===== src/rtl/pll_clkgen_if.sv =====
// Configuration write bus for pll_clkgen: master drives the write, slave returns cfg_ready.
interface pll_clkgen_if #(
    parameter int unsigned NUM_CH = 4,
    parameter int unsigned DIV_W  = 8
);
    localparam int unsigned CH_W = (NUM_CH > 1) ? $clog2(NUM_CH) : 1;

    logic             cfg_we;
    logic [CH_W-1:0]  cfg_ch;
    logic [DIV_W-1:0] cfg_div;
    logic [DIV_W-1:0] cfg_phase;
    logic             cfg_ready;

    modport master (
        output cfg_we,
        output cfg_ch,
        output cfg_div,
        output cfg_phase,
        input  cfg_ready
    );

    modport slave (
        input  cfg_we,
        input  cfg_ch,
        input  cfg_div,
        input  cfg_phase,
        output cfg_ready
    );
endinterface


===== src/rtl/pll_clkgen.sv =====
// Multi-channel programmable clock divider with phase delay, wrap-aligned ratio updates and lock status.
// Optional macro PLL_DUTY50_EN adds a falling-edge stage giving 50% duty for odd ratios.
module pll_clkgen #(
    parameter int unsigned NUM_CH      = 4,
    parameter int unsigned DIV_W       = 8,
    parameter int unsigned DIV_DEFAULT = 2,
    parameter int unsigned LOCK_CNT    = 4
) (
    input  logic              ref_clk,
    input  logic              rst,
    pll_clkgen_if.slave       cfg,
    input  logic [NUM_CH-1:0] ch_en,
    output logic [NUM_CH-1:0] out_clk,
    output logic [NUM_CH-1:0] out_stb,
    output logic [NUM_CH-1:0] locked
);

    localparam int unsigned CH_W    = (NUM_CH > 1) ? $clog2(NUM_CH) : 1;
    localparam int unsigned CH_SPAN = 1 << CH_W;
    localparam int unsigned LK_W    = (LOCK_CNT > 0) ? $clog2(LOCK_CNT + 1) : 1;

    localparam logic [DIV_W-1:0] DIV_RST = DIV_W'(DIV_DEFAULT);
    localparam logic [DIV_W-1:0] DIV_MIN = DIV_W'(2);
    localparam logic [LK_W-1:0]  LK_TGT  = LK_W'(LOCK_CNT);

    typedef enum logic [1:0] {
        ST_IDLE,
        ST_DELAY,
        ST_RUN,
        ST_STOP
    } state_t;

    logic [NUM_CH-1:0]  pend_vec;
    logic [CH_SPAN-1:0] pend_ext;
    logic [DIV_W-1:0]   wr_div;
    logic               wr_ok;

    // Unimplemented channel numbers read as never-pending, so they stay ready and match no channel.
    always_comb begin
        pend_ext               = '0;
        pend_ext[NUM_CH-1:0]   = pend_vec;
    end

    assign cfg.cfg_ready = ~pend_ext[cfg.cfg_ch];
    assign wr_ok         = cfg.cfg_we & cfg.cfg_ready;
    assign wr_div        = (cfg.cfg_div < DIV_MIN) ? DIV_MIN : cfg.cfg_div;

    for (genvar i = 0; i < NUM_CH; i++) begin : g_ch
        state_t           st, st_n;
        logic [DIV_W-1:0] cnt, cnt_n;
        logic [DIV_W-1:0] div, div_n;
        logic [DIV_W-1:0] sdiv, sdiv_n;
        logic [DIV_W-1:0] ph, ph_n;
        logic             pend, pend_n;
        logic [LK_W-1:0]  pc, pc_n, pc_inc;
        logic             lk, lk_n;
        logic             clk_q, clk_n;
        logic             stb_q, stb_n;
        logic             wr;
        logic             wrap;

        assign wr     = wr_ok && (cfg.cfg_ch == CH_W'(i));
        assign wrap   = (cnt >= div - DIV_W'(1));
        assign pc_inc = pc + LK_W'(1);

        // Next-state: the counter wrap is the only point a running channel changes ratio or stops.
        always_comb begin
            st_n   = st;
            cnt_n  = cnt;
            div_n  = div;
            sdiv_n = sdiv;
            ph_n   = ph;
            pend_n = pend;
            pc_n   = pc;
            lk_n   = lk;

            if (wr) begin
                sdiv_n = wr_div;
                ph_n   = cfg.cfg_phase;
                pend_n = 1'b1;
            end

            case (st)
                ST_IDLE: begin
                    cnt_n = '0;
                    pc_n  = '0;
                    lk_n  = 1'b0;
                    if (pend) begin
                        div_n  = sdiv;
                        pend_n = 1'b0;
                    end
                    if (ch_en[i]) begin
                        if (ph == '0) begin
                            st_n = ST_RUN;
                        end else begin
                            st_n  = ST_DELAY;
                            cnt_n = ph;
                        end
                    end
                end

                ST_DELAY: begin
                    if (!ch_en[i]) begin
                        st_n  = ST_IDLE;
                        cnt_n = '0;
                    end else if (cnt <= DIV_W'(1)) begin
                        st_n  = ST_RUN;
                        cnt_n = '0;
                    end else begin
                        cnt_n = cnt - DIV_W'(1);
                    end
                end

                ST_RUN: begin
                    if (wrap) begin
                        cnt_n = '0;
                        if (pend) begin
                            div_n  = sdiv;
                            pend_n = 1'b0;
                            pc_n   = '0;
                            lk_n   = 1'b0;
                        end else if (!lk) begin
                            pc_n = pc_inc;
                            lk_n = (pc_inc >= LK_TGT);
                        end
                        if (!ch_en[i]) begin
                            st_n = ST_STOP;
                            pc_n = '0;
                            lk_n = 1'b0;
                        end
                    end else begin
                        cnt_n = cnt + DIV_W'(1);
                    end
                end

                ST_STOP: begin
                    st_n  = ST_IDLE;
                    cnt_n = '0;
                    pc_n  = '0;
                    lk_n  = 1'b0;
                end

                default: begin
                    st_n  = ST_IDLE;
                    cnt_n = '0;
                end
            endcase

            // Outputs are computed from the next state so the registers line up with cnt.
            clk_n = (st_n == ST_RUN) && (cnt_n < (div_n >> 1));
            stb_n = (st_n == ST_RUN) && (cnt_n == '0);
        end

        always_ff @(posedge ref_clk) begin
            if (rst) begin
                st    <= ST_IDLE;
                cnt   <= '0;
                div   <= DIV_RST;
                sdiv  <= DIV_RST;
                ph    <= '0;
                pend  <= 1'b0;
                pc    <= '0;
                lk    <= 1'b0;
                clk_q <= 1'b0;
                stb_q <= 1'b0;
            end else begin
                st    <= st_n;
                cnt   <= cnt_n;
                div   <= div_n;
                sdiv  <= sdiv_n;
                ph    <= ph_n;
                pend  <= pend_n;
                pc    <= pc_n;
                lk    <= lk_n;
                clk_q <= clk_n;
                stb_q <= stb_n;
            end
        end

        assign pend_vec[i] = pend;
        assign out_stb[i]  = stb_q;
        assign locked[i]   = lk;

`ifdef PLL_DUTY50_EN
        logic odd_q;
        logic neg_q;

        // Odd-ratio flag gates the half-cycle extension; clearing it on reset forces out_clk low at once.
        always_ff @(posedge ref_clk) begin
            if (rst) begin
                odd_q <= 1'b0;
            end else begin
                odd_q <= (st_n == ST_RUN) && div_n[0];
            end
        end

        always_ff @(negedge ref_clk) begin
            if (rst) begin
                neg_q <= 1'b0;
            end else begin
                neg_q <= clk_q;
            end
        end

        assign out_clk[i] = clk_q | (neg_q & odd_q);
`else
        assign out_clk[i] = clk_q;
`endif
    end

endmodule


===== src/flat_wrapper.sv =====
// flat-port wrapper written by rule: the top's interface ports become plain ports
module pll_clkgen_flat 
#(
    parameter int unsigned NUM_CH      = 4,
    parameter int unsigned DIV_W       = 8,
    parameter int unsigned DIV_DEFAULT = 2,
    parameter int unsigned LOCK_CNT    = 4
)
  (ref_clk, rst, ch_en, out_clk, out_stb, locked, cfg_cfg_we, cfg_cfg_ch, cfg_cfg_div, cfg_cfg_phase, cfg_cfg_ready);
  pll_clkgen_if #(.NUM_CH(NUM_CH), .DIV_W(DIV_W)) cfg_i ();
  input  logic ref_clk;
  input  logic rst;
  input  logic [NUM_CH-1:0] ch_en;
  output logic [NUM_CH-1:0] out_clk;
  output logic [NUM_CH-1:0] out_stb;
  output logic [NUM_CH-1:0] locked;
  input wire logic [$bits(cfg_i.cfg_we)-1:0] cfg_cfg_we;
  input wire logic [$bits(cfg_i.cfg_ch)-1:0] cfg_cfg_ch;
  input wire logic [$bits(cfg_i.cfg_div)-1:0] cfg_cfg_div;
  input wire logic [$bits(cfg_i.cfg_phase)-1:0] cfg_cfg_phase;
  output wire logic [$bits(cfg_i.cfg_ready)-1:0] cfg_cfg_ready;
  assign cfg_i.cfg_we = cfg_cfg_we;
  assign cfg_i.cfg_ch = cfg_cfg_ch;
  assign cfg_i.cfg_div = cfg_cfg_div;
  assign cfg_i.cfg_phase = cfg_cfg_phase;
  assign cfg_cfg_ready = cfg_i.cfg_ready;
  pll_clkgen #(.NUM_CH(NUM_CH), .DIV_W(DIV_W), .DIV_DEFAULT(DIV_DEFAULT), .LOCK_CNT(LOCK_CNT)) u_core (.ref_clk(ref_clk), .rst(rst), .cfg(cfg_i), .ch_en(ch_en), .out_clk(out_clk), .out_stb(out_stb), .locked(locked));
endmodule

===== config.mk =====
export PLATFORM = sky130hd
export DESIGN_NAME = pll_clkgen_flat
export DESIGN_NICKNAME = d
export VERILOG_FILES = /design/src/rtl/pll_clkgen_if.sv /design/src/rtl/pll_clkgen.sv /design/src/flat_wrapper.sv
export SDC_FILE = /design/constraint.sdc
export NUM_CORES = 1
export LEC_CHECK = 0
export CAP_MARGIN = 20
export CORE_MARGIN = 2
export CORE_UTILIZATION = 61
export DETAILED_ROUTE_END_ITERATION = 7
export PLACE_DENSITY = 0.83
export SLEW_MARGIN = 15
export SYNTH_ARGS = -nofsm -noshare
export SYNTH_HDL_FRONTEND = slang
export SYNTH_SLANG_ARGS = --single-unit

===== constraint.sdc =====
create_clock -name ref_clk -period 6.1 [get_ports ref_clk]
set_input_delay 0.61 -clock ref_clk [delete_from_list [all_inputs] [get_ports ref_clk]]
set_output_delay 0.61 -clock ref_clk [all_outputs]
set_load 0.01 [all_outputs]

; ---- Word level (Yosys, flattened, before mapping)
; Cells that the tools add are included.
; Widths: inputs -> output; s select.
[totals]
reg_bits = 164
inputBits = 25
out_inout_bits = 13
elab_cells = 279
[classes]
n_addsub = 16
magnitude_cmp = 18
eq_ne = 27
muxes = 123
n_bitwise = 2
reduce_logical = 49
[op_table]
columns = op, n
row1 = $mux 8, 29
row2 = $pmux 8 s4, 4
row3 = $logic_not 8->1, 8
row4 = $pmux 8 s2, 4
row5 = $sub 8x1->8 const B, 8
row6 = $mux 2, 24
row7 = $mux 3, 16
row8 = $add 8x1->8 const B, 4
row9 = $ge 8x8->1, 4
row10 = $le 8x1->1 const B, 4
row11 = $lt 8x7->1, 4
row12 = $pmux 2 s4, 4
row13 = $mux 1, 29
row14 = $eq 2x2->1 const B, 14
row15 = $pmux 3 s2, 4
row16 = $ne 4x3->1 const B, 4
row17 = $pmux 1 s2, 8
row18 = $reduce_and 2->1, 8
row19 = $reduce_bool 2->1, 8
row20 = $add 3x1->3 const B, 4
row21 = $ge 3x3->1 const B, 4
row22 = $logic_and 1x1->1, 12
row23 = $reduce_and 3->1, 4
row24 = $eq 2x1->1 const B, 5
row25 = 8 further kinds, 18

; ---- Longest topological paths before layout
; Gate-level depths: netlist (run 1).
[logic_depth]
depth_word = 9
ltp_mapped = 21
mapped_depth_nobuf = 21

; ---- Worst setup path after synthesis (run 1)
; OpenSTA, ideal clock, no wires.
[synth_timing]
path_kind = register to register
start = register u_core.g_ch[0].div[5]
end = register u_core.g_ch[0].clk_q
setup_time_ns = 0.091
arrival_ns = 4.387
required_time_ns = 6.009
slack_ns = 1.622
path_stages_with_launch = 18
n_path_buf = 0
synth_period_minus_slack_ns = 4.478
path_cell_list = dfxtp_1 > or4_1 > nor4_1 > xnor2_1 > ha_1 > and3_1 > and3_1 > a221oi_1 > nand3_1 > nor3b_1 > o41ai_1 > inv_1 > ha_1 > a21o_1 > a21o_1 > a221o_1 > a211o_1 > a311oi_1
[synth_between]
elab_chain_len = 6
elab_cells_between_ends = 12
classes_between = add/sub: 1 / order compare: 2 / eq/ne: 1 / mux: 7 / reduce/logical: 1
[synth_rtl]
columns = item, line
row1 = from (decl), pll_clkgen.sv:51  ; logic [DIV_W-1:0] div, div_n;
row2 = from (signal assigned), pll_clkgen.sv:169  ; div <= div_n;
row3 = $sub 8x1->8, pll_clkgen.sv:63  ; assign wrap = (cnt >= div - DIV_W'(1));
row4 = $ge 8x8->1, pll_clkgen.sv:63
row5 = $mux 8, pll_clkgen.sv:115  ; if (wrap) begin
row6 = $pmux 8 s4, pll_clkgen.sv:83  ; case (st)
row7 = via u_core.g_ch[0].cnt_n[3], pll_clkgen.sv:50  ; logic [DIV_W-1:0] cnt, cnt_n;
row8 = $lt 8x7->1, pll_clkgen.sv:150  ; clk_n = (st_n == ST_RUN) && (cnt_n < (div_n >> 1));
row9 = $logic_and 1x1->1, pll_clkgen.sv:150
row10 = to (signal assigned), pll_clkgen.sv:175  ; clk_q <= clk_n;
row11 = to (decl), pll_clkgen.sv:57  ; logic clk_q, clk_n;
; The timed path passes the listed nets, and every way through them passes these cells. The select of a mux whose other input is x is not followed.
; A chain may end at the register's enable or synchronous reset.

; ---- Final worst setup path (run 1)
; Ends and elaborated chain as after synthesis.

==> key figures, run 1 <==
Cells and area
  – # diodes: 0
  – Multi-input logic area: 6265 sq um
  – Fillers: around 1300
  – Area Overhead vs Synth: 9.328%
  – Reg area: 3283 sq um
  – Layout Nets: about 1400
  – Cell area after layout: 11040 sq um
  – Share of post-route cells with drive strength above 1: between 4 and 5%

Clock network
  – H-Tree Depth: 4
  – Clock sink count: 164
  – CTS root buf: clkbuf_16
  – Post-CTS Setup Bufs: 0
  – Cts bufs inserted: 17
  – Post-CTS Resized: 0
  – Clk slew on worst S/H paths: roughly 70 ps
  – Clk buf depth: 2
  – Hold-fix buffers, CTS: 0
  – CTS tree: yes
  – Clk_lat worst skew: approximately 430 ps

Yosys
  – Post-synthesis register bit count: ~160
  – Count leader, synth: nand2_1
  – Synthesized area per cell: roughly 8 sq um
  – Asr flop ratio synth: 0%
  – Post-synth cell types: 86
  – Synth Net Count: ~1400
  – Cell taking the most area after synthesis: dfxtp_1
  – Largest cells by area after synthesis: dfxtp_1 33%, ha_1 11%, nand2_1 7.0%
  – Post-synth top area share: 32.51%
  – Yosys warns: 0
  – Cells after Synth: approximately 1300
  – Synth Flop Type: dfxtp_1
  – Mapped Area: 10100 sq um
  – Sequential fraction of the synthesis area: between 30% and 40%
  – Commonest cells post-synth: 188 x nand2_1, 164 x dfxtp_1, 121 x a21oi_1
  – Post-synth EDFFs: 0

Floorplanning
  – I/O Pins: 38
  – Die Y: around 130 um
  – Core footprint: 16410 sq um
  – Die area: about 18000 sq um
  – Die Width: about 130 um
  – Site Rows: 47
  – Initial Util: ~62%

Worst hold path
  – WHS Endpoint: u_core.g_ch[3].sdiv[4]
  – Hold Path Depth: 2
  – Hold Path Class: reg2reg
  – Min-delay src: u_core.g_ch[3].sdiv[4]

Detailed routing
  – Drt wl/cell: 17.28 um
  – Via Count: 9288
  – First DRT Iteration DRCs: about 900
  – Vias per inst: 6.246
  – Drt first pass iters: 5
  – DRT Wirelength: 25.70 mm
  – ANT nets after route: 0
  – DRC: 0

Timing
  – Final worst-path cycle share: 84.44%
  – Minimum clock period: 5151 ps
  – Tightest Pin Transition: ~950 ps
  – Hold Vio Cnt, Final: 0
  – Max-slew violations: 0
  – Worst relative slew slack: 36.42%
  – RSZ-0062 raised after global routing: no
  – Clk_skew: between 9 and 10 ps
  – Fmax: between 150 and 200 MHz
  – Final setup violation count: 0
  – Sum Neg Setup Slack: 0 ps

Placed design
  – RD Place Congestion: approximately 0.91
  – Hpwl dp: about 18 mm
  – Area post-placement: roughly 10000 sq um
  – Count of input and output buffers: 37

Setup path
  – Worst path slowest cell: a221oi_1
  – Crit path DAT: between 5000 and 6000 ps
  – Max incr delay on CP: roughly 740 ps
  – Crit path cell chain: or4_1, nor4_1, xnor2_1, ha_1, and3_1, and3_1, a221oi_1, nand3_1, nor3b_1, o41ai_1, inv_1, ha_1, a21o_1, a21o_1, a221o_1, a211o_1, a311oi_1
  – R2R setup slack: approximately 950 ps
  – Worst r2r dst: u_core.g_ch[0].clk_q
  – Setup crit end kind: flip-flop
  – Crit-path leading delay family: compound AO/OA/AOI/OAI gates
  – Nature of the critical path startpoint: flip-flop
  – CP bufs+invs: 1
  – CP Data Required Time: 6430 ps
  – Max FO, Critical Path: 8
  – Startpoint of the worst register-to-register path: u_core.g_ch[0].div[5]
  – Critical path class: reg2reg
  – Worst reg2reg path depth: 17

Flow run
  – Max-cap violations: 0

GRT
  – Number of global-route vias before repair: 8475
  – Largest net degree at the start of global routing: 82
  – First-pass GRT wire length: about 42 mm
  – GR Util All Layers: 29.04%
  – Grt total ovfl: 0
  – Initial antenna violation count: 0

Power
  – PwrDens: about 380 nW/um^2
  – Peak VDD IR: between 0.2 and 0.25 mV
  – Leakage: 4.364 nW

Outcome
  – Status: finished, final reports clean
-- routing by layer --
layer | wire length (um) | vias to the layer above | global-route usage [%]
met2 | 12300 | 340 | 47.99
met4 | 624 | 0 | 9.200
li1 | - | 4528 | -
met5 | 0 | - | 0
met1 | 11120 | 4360 | 38.52
met3 | 1650 | 60 | 5.441
-- per-stage QoR --
| step | cells | hold WS [ps] | setup WS [ps] | utilization [%] | total power [W] |
|---|---|---|---|---|---|
| finish | 1487 | 465.0 | 949.1 | 67.30 | 0.004235 |
| global route | 1487 | 474.6 | 621.7 | 67.30 | 0.004485 |
| CTS | 1487 | 463.6 | 1007 | 67.30 | 0.004208 |
| detailed placement | 1455 | 454.4 | 1040 | 63.33 | 0.003013 |
| global placement | 1455 | 444.2 | 1213 | 63.33 | 0.002966 |
| floorplan | 1266 | 435.6 | 1622 | - | 0.002641 |
-- state kept, by name, indices dropped and copies added (netlist names) --
register,flops
u_core.g_ch.st,8
u_core.g_ch.pend,4
u_core.g_ch.sdiv,32
u_core.g_ch.clk_q,4
u_core.g_ch.pc,12
u_core.g_ch.lk,4
u_core.g_ch.stb_q,4
u_core.g_ch.cnt,32
u_core.g_ch.ph,32
u_core.g_ch.div,32
-- area by class of cell --
class / instances / share of cell area (%)
flip-flops and latches: 164 / 29.73
clock inverters: 10 / 1.518
repair buffers: 40 / 3.535
well taps: 220 / 2.493
clock buffers: 22 / 4.385
inverters: 47 / 1.598
multi-input cells: 984 / 56.74
-- placed cells by master, fill, tap and decap left out, types with 8 or more instances in the layout --
master,instances
nand2_1,188
dfxtp_1,164
a21oi_1,121
nor2_1,113
ha_1,88
inv_1,45
o21ai_0,39
nand3_1,37
clkdlybuf4s50_1,36
xnor2_1,30
a22oi_1,28
nor2b_1,27
nor3_1,21
xor2_1,21
and3_1,18
a31oi_1,18
clkbuf_16,17
nor4_1,15
nand2b_1,14
a211oi_1,13
o31ai_1,12
mux2i_1,11
a211o_1,10
a21o_1,9
nand4_1,8
o21a_1,8
or3_1,8
nor3b_1,8
and4_1,8
-- tightest hold or removal path: stages (launching register included) --
cell	delay (ps)
dfxtp_1	310
nand2_1	50
a21oi_1	50
-- logic make-up (layout without fill, tap and decap cells) --
family | after synthesis | in the layout | synth area share (%)
AO/OA/AOI/OAI | 332 | 332 | 21.68
XOR/XNOR | 51 | 51 | 4.423
adder cells (fa/ha/maj) | 88 | 88 | 10.90
buffers and inverters | 118 | 119 | 5.463
flip-flops | 164 | 164 | 32.51
multiplexers | 13 | 13 | 1.313
AND/OR/NAND/NOR | 500 | 500 | 23.71
-- where the power goes --
part | total [W] | switching (W) | internal (W)
registers | 0.00130 | 0.000127 | 0.00117
logic | 0.00175 | 0.00105 | 0.000698
clock network | 0.00119 | 0.000458 | 0.000735
-- how the worst max path moves through the flow --
stage                                     start                    to  cells after the start
after global placement    u_core.g_ch[0].div[5]  u_core.g_ch[0].clk_q                     17
final                     u_core.g_ch[0].div[5]  u_core.g_ch[0].clk_q                     17
after global routing      u_core.g_ch[0].div[4]  u_core.g_ch[0].clk_q                     17
after detailed placement  u_core.g_ch[0].div[5]  u_core.g_ch[0].clk_q                     17
after CTS                 u_core.g_ch[0].div[5]  u_core.g_ch[0].clk_q                     17
after floorplan           u_core.g_ch[0].div[5]  u_core.g_ch[0].clk_q                     17
Power figures use the tool's default switching activity.
==> run 2, diff against run 1 <==
clock period = 5 ns   (was 6.1 ns; I/O delays follow)
==> run 2 against run 1 <==
  * Critical path depth rose by 1
  * Highest routed layer unchanged
  * Core utilization barely moved
  * Global-route usage fell by 0.40 points
  * Combinational power rose by 22%
  * Via count rose by 0.36%
==> key figures, run 2 (synthesized netlist as in run 1, its figures left out) <==
Outcome
  – Status: finished, final reports clean

GRT
  – Met3 Usage GRT: slightly below 5%
  – Met2 Use GR: between 40% and 50%
  – Grt total ovfl: 0
  – Largest net degree at the start of global routing: 60
  – Initial antenna violation count: 0
  – First-pass GRT wire length: 41.25 mm
  – Busiest layer in global routing: met2
  – Number of global-route vias before repair: roughly 8400
  – Met1 GRT Util: between 30% and 40%
  – GR Util All Layers: between 20% and 30%

Floorplanning
  – Die Y: between 100 and 150 um
  – Die area: around 18000 sq um
  – Core footprint: ~16000 sq um
  – Die Width: around 130 um
  – Site Rows: 47
  – Initial Util: between 60% and 70%
  – I/O Pins: 38

Setup path
  – Startpoint of the worst register-to-register path: u_core.g_ch[0].div[4]
  – Crit path DAT: roughly 5000 ps
  – Worst path slowest cell: or4_1
  – Crit path cell chain: or4_1, nor4_1, xnor2_1, ha_1, and3_1, and3_1, a221oi_1, buf_4, nand3_1, nor3b_2, o41ai_2, inv_1, ha_1, a21o_1, a21o_1, a221o_1, a211o_1, a311oi_1
  – CP Data Required Time: roughly 5300 ps
  – Max incr delay on CP: 550 ps
  – Worst reg2reg path depth: 18
  – Nature of the critical path startpoint: flip-flop
  – Setup crit end kind: flip-flop
  – Critical path class: reg2reg
  – Max FO, Critical Path: 8
  – R2R setup slack: 300 ps
  – Worst r2r dst: u_core.g_ch[0].clk_q

Timing
  – Sum Neg Setup Slack: 0 ps
  – Tightest Pin Transition: 945.7 ps
  – Hold Vio Cnt, Final: 0
  – Fmax: 212.8 MHz
  – Clk_skew: around 7.3 ps
  – Worst setup margin: roughly 300 ps
  – WHS: between 400 and 500 ps
  – Minimum clock period: 4699 ps
  – Worst relative slew slack: a little over a third
  – Max-slew violations: 0
  – Final worst-path cycle share: 93.98%
  – Final setup violation count: 0

Clock network
  – Cts bufs inserted: 17
  – CTS tree: yes
  – Clk buf depth: 2
  – Clk_lat worst skew: approximately 440 ps
  – CTS root buf: clkbuf_16
  – Post-CTS Setup Bufs: 0
  – Clock sink count: around 160
  – Clk slew on worst S/H paths: ~70 ps
  – H-Tree Depth: 4
  – Hold-fix buffers, CTS: 0

Placed design
  – DP Worst Slack: 331.1 ps
  – RD Place Congestion: between 0.9 and 1
  – Count of input and output buffers: 37
  – Hpwl dp: between 15 and 20 mm
  – Area post-placement: 10440 sq um

Power
  – Peak VDD IR: about 0.29 mV
  – Leakage: ~4.4 nW
  – PwrDens: between 400 and 500 nW/um^2

Detailed routing
  – Via Count: roughly 9300
  – ANT nets after route: 0
  – DRC: 0
  – DRT Wirelength: 25.43 mm
  – Drt wl/cell: ~17 um
  – Drt first pass iters: 6
  – Vias per inst: 6.243
  – First DRT Iteration DRCs: between 900 and 1000

Worst hold path
  – Hold Path Class: reg2reg
  – Min-delay src: u_core.g_ch[1].sdiv[3]
  – WHS Endpoint: u_core.g_ch[1].sdiv[3]
  – Hold Path Depth: 2

Cells and area
  – Share of post-route cells with drive strength above 1: 5.342%
  – Area Overhead vs Synth: 9.254%
  – Layout Nets: ~1400
  – Most frequent cells in the layout: 188 x nand2_1, 164 x dfxtp_1, 121 x a21oi_1
  – Util after Layout: 67.25%
  – Commonest non-fill, non-tap cell in the layout: nand2_1
  – # diodes: 0
  – Cell area after layout: around 11000 sq um

Flow run
  – Max-cap violations: 0
## run 2: repair_timing
action,in CTS,in global routing
endpoints found under the hold margin,0,0
setup endpoints to repair,0,1
resized for setup,0,2
## run 2: worst max path at each step
stage,startpoint,endpoint,slack (ps)
floorplan,u_core.g_ch[0].div[5],u_core.g_ch[0].clk_q,520
global placement,u_core.g_ch[0].div[5],u_core.g_ch[0].clk_q,560
detailed placement,u_core.g_ch[0].div[5],u_core.g_ch[0].clk_q,330
CTS,u_core.g_ch[0].div[5],u_core.g_ch[0].clk_q,300
global route,u_core.g_ch[0].div[4],u_core.g_ch[0].clk_q,-20
finish,u_core.g_ch[0].div[4],u_core.g_ch[0].clk_q,300
## run 2: final cells by class
| class | count | area, sq um |
|---|---|---|
| tap | 220 | 275.3 |
| clock inverter | 11 | 126.4 |
| fill | 1370 | 5373 |
| sequential | 164 | 3283 |
| timing repair buffer | 46 | 435.4 |
| inverter | 47 | 176.4 |
| multi-input combinational | 984 | 6277 |
| clock buffer | 21 | 460.4 |
## run 2: power breakdown
part / switching (W) / total [W] / internal (W)
Combinational: 0.00127 / 0.00214 / 0.000874
Sequential: 0.000156 / 0.00159 / 0.00143
Clock: 0.000559 / 0.00132 / 0.000764
Total: 0.00198 / 0.00505 / 0.00307
## run 2: routing by layer
metal,part of all wire (%),vias up
met5,0,-
met4,3.2,0
met3,6.7,83
met2,46,356
met1,44,4343
li1,-,4539
## run 2: worst max-delay path, delay by kind of cell, from the launching register on
family / cells / cell delay (ps)
buf+inv: 2 / 300
flops: 1 / 350
fa+ha+maj: 2 / 500
xor+xnor: 1 / 170
compound gates: 7 / 1540
simple gates: 6 / 1760
## run 2: metrics by stage
stage                     cells  total power [W]
after floorplan            1266         0.003222
after global placement     1461         0.003646
after detailed placement   1461         0.003689
after CTS                  1493         0.005013
after global routing       1493         0.005361
final                      1493         0.005050
==> run 3, diff against run 2 <==
GPL_TIMING_DRIVEN = 0   (was unset)
==> run 3 against run 2 <==
  * First-iteration DRC count rose by 20%
  * Core utilization rose by 2.2 points
  * Clock skew increased by 1.9 ps
  * Power grew 3.6%
  * Worst setup slack lost 120 ps
  * Critical path type unchanged
  * Largest power group unchanged
==> key figures, run 3 (synthesized netlist as in run 1, its figures left out) <==
Cells and area
  – Fillers: 1337
  – Post-route non-filler standard cell count: between 1500 and 2000
  – Commonest non-fill, non-tap cell in the layout: nand2_1
  – Most frequent cells in the layout: 188 x nand2_1, 164 x dfxtp_1, 121 x a21oi_1
  – Layout Nets: ~1400
  – # diodes: 0
  – Util after Layout: 69.43%
  – Cell area after layout: ~11000 sq um
  – Area Overhead vs Synth: 12.80%
  – Share of post-route cells with drive strength above 1: under 10%

Worst hold path
  – Hold Path Class: reg2reg

Clock network
  – Clock sink count: 164
  – Clk slew on worst S/H paths: about 70 ps
  – Hold-fix buffers, CTS: 0
  – Clk_lat worst skew: between 400 and 500 ps
  – Clk buf depth: 2
  – H-Tree Depth: 4
  – CTS root buf: clkbuf_16
  – CTS tree: yes
  – Cts bufs inserted: 17

Timing
  – RSZ-0062 raised after global routing: no
  – Tightest Pin Transition: between 900 and 1000 ps
  – Worst relative slew slack: between 30% and 40%
  – Hold Vio Cnt, Final: 0
  – Clk_skew: 9.169 ps
  – WHS: about 460 ps
  – Minimum clock period: roughly 4800 ps
  – Fmax: about 210 MHz
  – Final worst-path cycle share: 96.38%
  – Sum Neg Setup Slack: 0 ps
  – Final setup violation count: 0
  – Max-slew violations: 0

Power
  – Peak VDD IR: 0.2792 mV
  – Leakage: approximately 4.5 nW
  – PwrDens: 459.2 nW/um^2

Detailed routing
  – Via Count: approximately 9700
  – Drt wl/cell: approximately 18 um
  – Vias per inst: approximately 6.2
  – ANT nets after route: 0
  – Drt first pass iters: 7
  – First DRT Iteration DRCs: 1186
  – DRC: 0
  – DRT Wirelength: roughly 28 mm

Setup path
  – Critical path class: reg2reg
  – Nature of the critical path startpoint: flip-flop
  – CP Data Required Time: 5330 ps
  – Max FO, Critical Path: 6
  – Crit path DAT: ~5000 ps
  – Setup crit end kind: flip-flop

Placed design
  – Hpwl dp: 20.62 mm
  – RD Place Congestion: between 0.9 and 1
  – Area post-placement: between 10000 and 15000 sq um
  – Count of input and output buffers: 37
  – DP Cell Count: 1523

Outcome
  – Status: finished, final reports clean

GRT
  – Number of global-route vias before repair: 8938
  – First-pass GRT wire length: 45.52 mm
  – Largest net degree at the start of global routing: 17
  – GR Util All Layers: between 30% and 40%
  – Initial antenna violation count: 0
  – Grt total ovfl: 0

Floorplanning
  – Core footprint: roughly 16000 sq um
  – Die area: around 18000 sq um
  – Initial Util: between 60% and 70%
  – Site Rows: 47
  – Die Width: 132.7 um
  – Die Y: ~130 um
  – I/O Pins: 38

Flow run
  – Max-cap violations: 0
run 3: changes by cell type in the layout (fill, tap and decap cells not counted), moves of 2 or more:
| cell | change |
|---|---|
| clkbuf_1 | +46 |
| buf_4 | +4 |
| buf_6 | +4 |
| buf_2 | +3 |
| clkbuf_8 | +2 |
| clkinv_4 | +2 |
| clkinvlp_4 | -2 |
| inv_6 | +2 |
run 3: worst max-delay path: stages, from the launching register on:
cell      delay, ps
dfxtp_1         340
or4_1           550
nor4_1          270
xnor2_1         200
ha_1            280
and3_1          220
and3_1          230
a221oi_4        380
a21boi_0        180
o21a_1          310
a22oi_1         230
ha_1            280
a21o_1          180
a21o_1          180
a221o_1         360
a211o_1         240
a311oi_2        290
run 3: final cells by class:
| cell class | instances | area (sq um) | share of cell area (%) |
|---|---|---|---|
| Inverter | 47 | 176.4 | 1.549 |
| Multi-Input combinational cell | 984 | 6306 | 55.35 |
| Clock inverter | 14 | 151.4 | 1.329 |
| Clock buffer | 18 | 439.2 | 3.855 |
| Sequential cell | 164 | 3283 | 28.82 |
| Buffer | 71 | 375.4 | 3.295 |
| Timing Repair Buffer | 39 | 385.4 | 3.383 |
| Tap cell | 220 | 275.3 | 2.416 |
run 3: timing repair:
action / CTS / global route
resized for setup: 4 / 2
buffers inserted: 0 / 2
endpoints found under the setup margin: 1 / 1
pin swaps: 0 / 1
run 3: worst paths after layout:
check / endpoint / start / slack (ps) / cells past startpoint
hold / removal: u_core.g_ch[1].sdiv[2] / u_core.g_ch[1].sdiv[2] / 460 / 2
setup / recovery: u_core.g_ch[0].clk_q / u_core.g_ch[0].div[5] / 180 / 16
setup reg to reg: u_core.g_ch[0].clk_q / u_core.g_ch[0].div[5] / 180 / 16
hold reg to reg: u_core.g_ch[1].sdiv[2] / u_core.g_ch[1].sdiv[2] / 460 / 2
run 3: report_power, final:
group / total [W] / internal (W) / switching [W]
combinational: 0.00233 / 0.000957 / 0.00138
sequential: 0.00157 / 0.00143 / 0.000139
clock: 0.00133 / 0.000754 / 0.000575
run 3: metrics by stage:
stage | power [W] | setup slack (ps)
6_report | 0.005232 | 180.9
3_3_place_gp | 0.003737 | -302.8
4_1_cts | 0.005153 | 59.16
2_1_floorplan | 0.003222 | 521.7
5_1_grt | 0.005540 | 50.44
3_5_place_dp | 0.003788 | -475.8
run 3: per-layer routing:
layer  part of all wire [%]  vias up  global-route usage (%)
li1                       -     4661                       -
met1                     43     4518                   42.82
met2                     46      449                   52.59
met3                    7.3       76                   4.713
met4                    3.2        0                   12.31
met5                      0        -                       0
